--- src/rtl/ann_coef_loader.sv ---
// ann_coef_loader: answers a layer controller's coefficient request by copying one layer's
// weights from external memory into the local buffer. Optional checksum: ANN_COEF_CHECKSUM_EN.
module ann_coef_loader #(
    parameter int COEF_W = 16,
    parameter int ADDR_W = 16,
    parameter int N0     = 64,
    parameter int N1     = 32,
    parameter int N2     = 16,
    parameter int N3     = 10
) (
    input  logic              clk,
    input  logic              rst,
    input  logic              request_coef,
    input  logic              done_processing,
    output logic              mem_read,
    output logic [ADDR_W-1:0] mem_addr,
    input  logic              mem_valid,
    input  logic [COEF_W-1:0] mem_rdata,
    output logic              coef_wr_en,
    output logic [6:0]        coef_wr_addr,
    output logic [COEF_W-1:0] coef_wr_data,
    output logic [6:0]        coef_count,
    output logic [1:0]        layer_idx,
    output logic              busy,
    output logic              coef_loaded,
    output logic [15:0]       coef_checksum
);

    // Handshakes: request_coef is a one-cycle pulse honoured only in IDLE; mem_read is a
    // one-cycle strobe with at most one read outstanding, answered later by a one-cycle
    // mem_valid that is honoured only in WAIT_DATA; coef_loaded is a one-cycle done pulse.

    typedef enum logic [1:0] {
        IDLE      = 2'd0,
        ISSUE     = 2'd1,
        WAIT_DATA = 2'd2,
        DONE      = 2'd3
    } state_t;

    localparam logic [9:0] BASE1 = 10'(N0);
    localparam logic [9:0] BASE2 = 10'(N0 + N1);
    localparam logic [9:0] BASE3 = 10'(N0 + N1 + N2);

    state_t      state_q;
    state_t      state_d;
    logic [6:0]  idx_q;
    logic [6:0]  idx_d;
    logic [1:0]  layer_q;
    logic [1:0]  layer_d;
    logic [9:0]  base_sel;
    logic [9:0]  addr_sum;
    logic [6:0]  layer_cnt;
    logic        last_word;
    logic        accept;

    logic              wr_en_q;
    logic [6:0]        wr_addr_q;
    logic [COEF_W-1:0] wr_data_q;

    // Per-layer base address and word count, decoded from the layer register only.
    always_comb begin
        base_sel  = 10'd0;
        layer_cnt = 7'(N0);
        case (layer_q)
            2'd0: begin
                base_sel  = 10'd0;
                layer_cnt = 7'(N0);
            end
            2'd1: begin
                base_sel  = BASE1;
                layer_cnt = 7'(N1);
            end
            2'd2: begin
                base_sel  = BASE2;
                layer_cnt = 7'(N2);
            end
            default: begin
                base_sel  = BASE3;
                layer_cnt = 7'(N3);
            end
        endcase
    end

    assign addr_sum  = base_sel + {3'b000, idx_q};
    assign last_word = (idx_q == (layer_cnt - 7'd1));

    always_comb begin
        state_d = state_q;
        idx_d   = idx_q;
        layer_d = layer_q;
        accept  = 1'b0;
        case (state_q)
            IDLE: begin
                if (request_coef) begin
                    idx_d   = 7'd0;
                    state_d = ISSUE;
                end
            end
            ISSUE: begin
                state_d = WAIT_DATA;
            end
            WAIT_DATA: begin
                if (mem_valid) begin
                    accept = 1'b1;
                    if (last_word) begin
                        state_d = DONE;
                    end else begin
                        idx_d   = idx_q + 7'd1;
                        state_d = ISSUE;
                    end
                end
            end
            DONE: begin
                layer_d = layer_q + 2'd1;
                state_d = IDLE;
            end
            default: begin
                state_d = IDLE;
            end
        endcase
        // End of inference wins over everything, including a response arriving this cycle.
        if (done_processing) begin
            state_d = IDLE;
            layer_d = 2'd0;
            accept  = 1'b0;
        end
    end

    always_ff @(posedge clk) begin
        if (rst) begin
            state_q   <= IDLE;
            idx_q     <= 7'd0;
            layer_q   <= 2'd0;
            wr_en_q   <= 1'b0;
            wr_addr_q <= 7'd0;
            wr_data_q <= '0;
        end else begin
            state_q <= state_d;
            idx_q   <= idx_d;
            layer_q <= layer_d;
            wr_en_q <= accept;
            if (accept) begin
                wr_addr_q <= idx_q;
                wr_data_q <= mem_rdata;
            end
        end
    end

    // The buffer write is registered so mem_valid never reaches an output combinationally.
    assign coef_wr_en   = wr_en_q;
    assign coef_wr_addr = wr_addr_q;
    assign coef_wr_data = wr_data_q;

    assign mem_read    = (state_q == ISSUE);
    assign mem_addr    = ADDR_W'(addr_sum);
    assign busy        = (state_q != IDLE);
    assign coef_loaded = (state_q == DONE);
    assign coef_count  = layer_cnt;
    assign layer_idx   = layer_q;

`ifdef ANN_COEF_CHECKSUM_EN
    logic [15:0] rdata16;
    logic [15:0] sum_q;

    assign rdata16 = 16'(mem_rdata);

    // Accumulates at acceptance so the total is complete in the coef_loaded cycle.
    always_ff @(posedge clk) begin
        if (rst) begin
            sum_q <= 16'd0;
        end else if (state_q == ISSUE && idx_q == 7'd0) begin
            sum_q <= 16'd0;
        end else if (accept) begin
            sum_q <= sum_q + rdata16;
        end
    end

    assign coef_checksum = sum_q;
`else
    assign coef_checksum = 16'd0;
`endif

endmodule

--- config.mk ---
export PLATFORM = sky130hd
export DESIGN_NAME = ann_coef_loader
export DESIGN_NICKNAME = d
export VERILOG_FILES = /design/src/rtl/ann_coef_loader.sv
export SDC_FILE = /design/constraint.sdc
export NUM_CORES = 1
export LEC_CHECK = 0
export ABC_AREA = 1
export ABC_CLOCK_PERIOD_IN_PS = 2100
export CAP_MARGIN = 20
export CORE_ASPECT_RATIO = 1.75
export CORE_MARGIN = 5
export CORE_UTILIZATION = 41
export DETAILED_ROUTE_END_ITERATION = 8
export GPL_ROUTABILITY_DRIVEN = 0
export PLACE_DENSITY = 0.85
export REMOVE_ABC_BUFFERS = 1
export SLEW_MARGIN = 40
export SYNTH_ARGS = -nofsm -noshare
export SYNTH_HDL_FRONTEND = slang
export SYNTH_SLANG_ARGS = --single-unit
--- constraint.sdc ---
create_clock -name clk -period 2.1 [get_ports clk]
set_clock_uncertainty 0.15 [all_clocks]
set_input_delay 0.42 -clock clk [delete_from_list [all_inputs] [get_ports clk]]
set_output_delay 0.42 -clock clk [all_outputs]
set_load 0.005 [all_outputs]
# Yosys cells after proc, flatten, opt, wreduce, memory -nomap -nowiden
# Cells that the tools add are included.
classes:
  mux: 13
  eq_ne: 9
  n_addsub: 4
  n_reduce_logical: 7
op_table:
  columns: ["operator", "n"]
  rows:
  - ["7-bit case mux with 3 select lines", 2]
  - ["7-bit two-way mux", 3]
  - ["7-bit case mux with 2 select lines", 1]
  - ["10-bit by 7-bit adder with 10-bit output", 1]
  - ["2-bit case mux with 4 select lines", 1]
  - ["7-bit by 1-bit adder with 7-bit output (second input constant)", 1]
  - ["7-bit equality test", 1]
  - ["7-bit by 1-bit subtractor with 7-bit output (second input constant)", 1]
  - ["2-bit equality test (second input constant)", 3]
  - ["2-bit two-way mux", 3]
  - ["2-bit inequality test (second input constant)", 3]
  - ["2-bit by 1-bit equality test with 1-bit output (second input constant)", 2]
  - ["2-bit zero test", 2]
  - ["4-bit AND reduction", 1]
  - ["2-bit nonzero test", 2]
  - ["1-bit two-way mux", 3]
  - ["2-bit by 1-bit adder with 2-bit output (second input constant)", 1]
  - ["2-bit AND reduction", 1]
  - ["2-bit OR reduction", 1]
word_totals:
  input_bits: 21
  out_inout_bits: 68
  reg_bits: 35
  wordCells: 39

# Longest topological paths before layout
logic_depth:
  ltp_word: 7
  depth_mapped: 12

# Worst setup path before layout
# No wires, ideal clock.
synth_timing:
  path_kind: "reg2out"
  startpoint: "register layer_q[1] (netlist: layer_idx[1])"
  endpoint: "output port mem_addr[7]"
  setup_slack_ps: 145
  required_ps: 1530
  stages_incl_launch_ff: 7
  n_path_buf: 0
  t_arrival_ps: 1385
  path_cell_list: "dfxtp_1 inv_1 ha_1 inv_1 ha_1 a21oi_1 o21ai_0"
synth_via:
  elab_chain_len: 3
  word_cells_on_any_way: 5
  classes_between: "add/sub: 1; eq/ne: 2; mux: 1; reduce/logical: 1"
synth_lines:
  columns: ["item", "line_no", "source"]
  rows:
  - ["start: declaration", "48", "logic [1:0] layer_q;"]
  - ["start signal: assignment", "140", "layer_q <= layer_d;"]
  - ["2-bit equality test (tied with other cells)", "64", "case (layer_q)"]
  - ["7-bit case mux with 3 select lines *", "64", null]
  - ["10-bit by 7-bit adder with 10-bit output *", "84", "assign addr_sum = base_sel + {3'b000, idx_q};"]
  - ["end: declaration", "16", "output logic [ADDR_W-1:0] mem_addr,"]
# Every way passes the cells marked *; elsewhere a longest branch is shown, timed or not.

# Final worst setup path
layout_timing:
  startpoint: "register layer_q[0] (netlist: layer_idx[0])"
  endpoint: "output port mem_addr[5]"
# The elaborated chain is that of the path after synthesis.

==> flow_summary_export.csv <==
group,metric,value,unit
synthesis,synthTopCellsByCount,"nor2_1 (48), dfxtp_1 (35), nand2_1 (34)",
final_layout,n_antenna_cell,0,
outcome,status,"complete, but fails checks",
routing,via_count,1774,
cts,cts_max_level,2,
worst_hold_path,hold_path.class,"flop to flop",
place,place_hpwl,3580,µm
routing,drtPass1Iterations,4,
synthesis,synth_edf_count,0,
cts,tritoncts,"built",
timing,finalHoldViolations,0,
critical_path,timing.rr.end,"idx_q[3]",
floorplanning,io_pins,89,
cts,clockBufferDepth,2,
critical_path,critPathKind,"flop to output port",
final_layout,nFillCells,407,
synthesis,synth_top_area_share,36.1,%
outcome,violations,"setup timing",
global_routing,grt_max_degree,29,
timing,fmax,472,MHz
timing,fin_crit_sh,101,%
critical_path,startpoint_type,"flop",
floorplanning,coreArea,4620,µm²
critical_path,r2r_cells,12,
synthesis,synth.avg_cell_area,7.46,µm²
floorplanning,die_x,62.0,µm
routing,routed_wl,4780,µm
synthesis,syn-cell-area,1940,µm²
timing,fin_ws,-0.0200,ns
critical_path,critPathCapture,"mem_addr[5]",
timing,setup-violations-final,1,
synthesis,async_reset_ff_share,0,%
floorplanning,die-height,101,µm
power,p_per_area,542,nW/µm²
cts,cts_sinks,35,
timing,min_period,2.12,ns
final_layout,fin_nets,361,
routing,drt_iter0_drc,41,
synthesis,synth_top_area_cell,"dfxtp_1",
synthesis,yosysWarnings,0,
synthesis,synth-seq-cells,35,
critical_path,cp_max_fo,4,
routing,viasPerCell,4.63,
critical_path,end_kind,"output port",
power,p_leak,1.29,nW
timing,slew_viol_final,0,
job,cap_violations,0,
floorplanning,die-area,6260,µm²
routing,drc,0,
cts,clkTransAtPathRegs,0.08,ns
critical_path,timing.critical_path.from,"layer_idx[0]",
routing,wl_per_cell,12.5,µm
global_routing,grt_pass1_wl,7800,µm
timing,rsz0062_at_grt,"true",
critical_path,r2r_start,"layer_idx[0]",
global_routing,grt_pass1_vias,1754,
timing,worst_pin_slew,0.674,ns
cts,root_buffer,"clkbuf_8",
place,port_buffers,62,
critical_path,cp_data_required_time,1.53,ns
final_layout,utilization,59.8,%
critical_path,r2r_slack,0.21,ns
cts,cts_hold_buffers,0,
global_routing,antenna_found_initial,0,
floorplanning,rows,33,
synthesis,synth_most_common_cell,"nor2_1",
routing,postRouteAntennaNets,0,
timing,hold_ws,0.353,ns
global_routing,track_usage,16.0,%
synthesis,ys.flop_type,"dfxtp_1",
critical_path,cp_data_arrival_time,1.55,ns
cts,numCtsBuffers,5,
power,vdd_drop_max,0.612,mV
synthesis,yosysSeqAreaShare,36.1,%
synthesis,yosys.cell_types.count,27,
floorplanning,start_util,41.9,%
synthesis,synth_area_leaders,"dfxtp_1 (36%), buf_4 (12%), nor2_1 (9.3%), nand2_1 (6.6%), o21ai_0 (6.2%)",
global_routing,gr-total-overflow,0,
synthesis,syn-instance-count,260,
cts,clock_insertion_delay_worst_skew,0.29,ns
final_layout,synthToLayoutAreaGrowth,42.6,%
timing,slew_headroom,55.0,%
final_layout,drive_gt1_share,16.0,%
==> worst max-delay path, cell delays in order (launching register included) <==
cell and delay, ns:
dfxtp_4 0.38, ha_4 0.17, nand2_4 0.06, inv_2 0.04
fa_2 0.51, buf_2 0.11
==> through the flow <==
step           std cells  total power, mW  instance area [µm²]  setup WS, ns  TNS (ns)
5_1_grt              383             1.56                 2770       -0.0729    -0.173
3_5_place_dp         372            0.881                 2530        -0.211    -0.500
6_report             383             1.50                 2770       -0.0200   -0.0200
3_3_place_gp         372            0.877                 2530        -0.151    -0.332
2_1_floorplan        245            0.782                 1730         0.145         0
4_1_cts              381             1.51                 2720       -0.0589    -0.109
==> power breakdown <==
part	switching, mW	internal, mW	total, mW
registers	0.0178	0.675	0.692
logic	0.0809	0.0927	0.174
clock network	0.249	0.384	0.633
==> state kept, by name, summed over array words and instances, names as in the netlist <==
register and cells:
coef_wr_addr 7, coef_wr_en 1, coef_wr_data 16, idx_q 7, state_q 2, layer_idx 2
==> area by class of cell <==
class	count	area (µm²)	share of cell area (%)
Clock buffer	6	82.6	2.99
Timing Repair Buffer	78	751	27.1
Tap cell	52	65.1	2.35
Sequential cell	35	709	25.7
Clock inverter	2	35.0	1.27
Inverter	21	86.3	3.12
Multi-Input combinational cell	189	1040	37.5
==> routing by layer <==
| layer | vias to the layer above | track usage (%) | routed length, µm |
|---|---|---|---|
| met2 | 72 | 28.4 | 2570 |
| met5 | - | 0 | 0 |
| met3 | 8 | 4.62 | 457 |
| met1 | 789 | 17.1 | 1670 |
| li1 | 905 | - | - |
| met4 | 0 | 5.72 | 86 |
==> cell families after synthesis <==
logic type / count (synthesis) / synth area share (%)
compound gates: 42 / 11.2
xor+xnor: 4 / 1.81
fa+ha+maj: 10 / 6.84
buf+inv: 61 / 19.6
flops: 35 / 36.1
other cells: 1 / 0.193
simple gates: 107 / 24.2
==> timing repair <==
action	CTS	global route
resized for setup	36	10
setup buffers	1	2
setup endpoints to repair	8	10
pin swaps	4	1
==> worst min path at each step <==
stage	slack (ns)	depth (start not counted)	from	to
floorplan	0.34	1	rst	idx_q[3]
global placement	0.34	2	coef_wr_data[0]	coef_wr_data[0]
global route	0.39	1	state_q[0]	state_q[0]
CTS	0.37	2	coef_wr_data[15]	coef_wr_data[15]
finish	0.35	1	state_q[0]	state_q[0]
detailed placement	0.35	2	coef_wr_addr[1]	coef_wr_addr[1]
==> layout by cell type (no fill, tap or decap), types with 2 or more instances in the layout <==
cell type	instances
dlymetal6s2s_1	3
nand3_1	15
conb_1	26
nor2_1	48
inv_2	4
o21ai_0	23
nor3b_1	2
buf_2	3
inv_4	3
buf_4	13
or2_2	2
dfxtp_1	32
ha_4	5
dlygate4sd2_1	2
xor2_1	3
ha_1	4
buf_6	2
a21oi_1	14
inv_1	14
clkdlybuf4s50_1	54
clkbuf_8	6
nand2_1	33
dfxtp_4	2
Power figures use the tool's default switching activity.
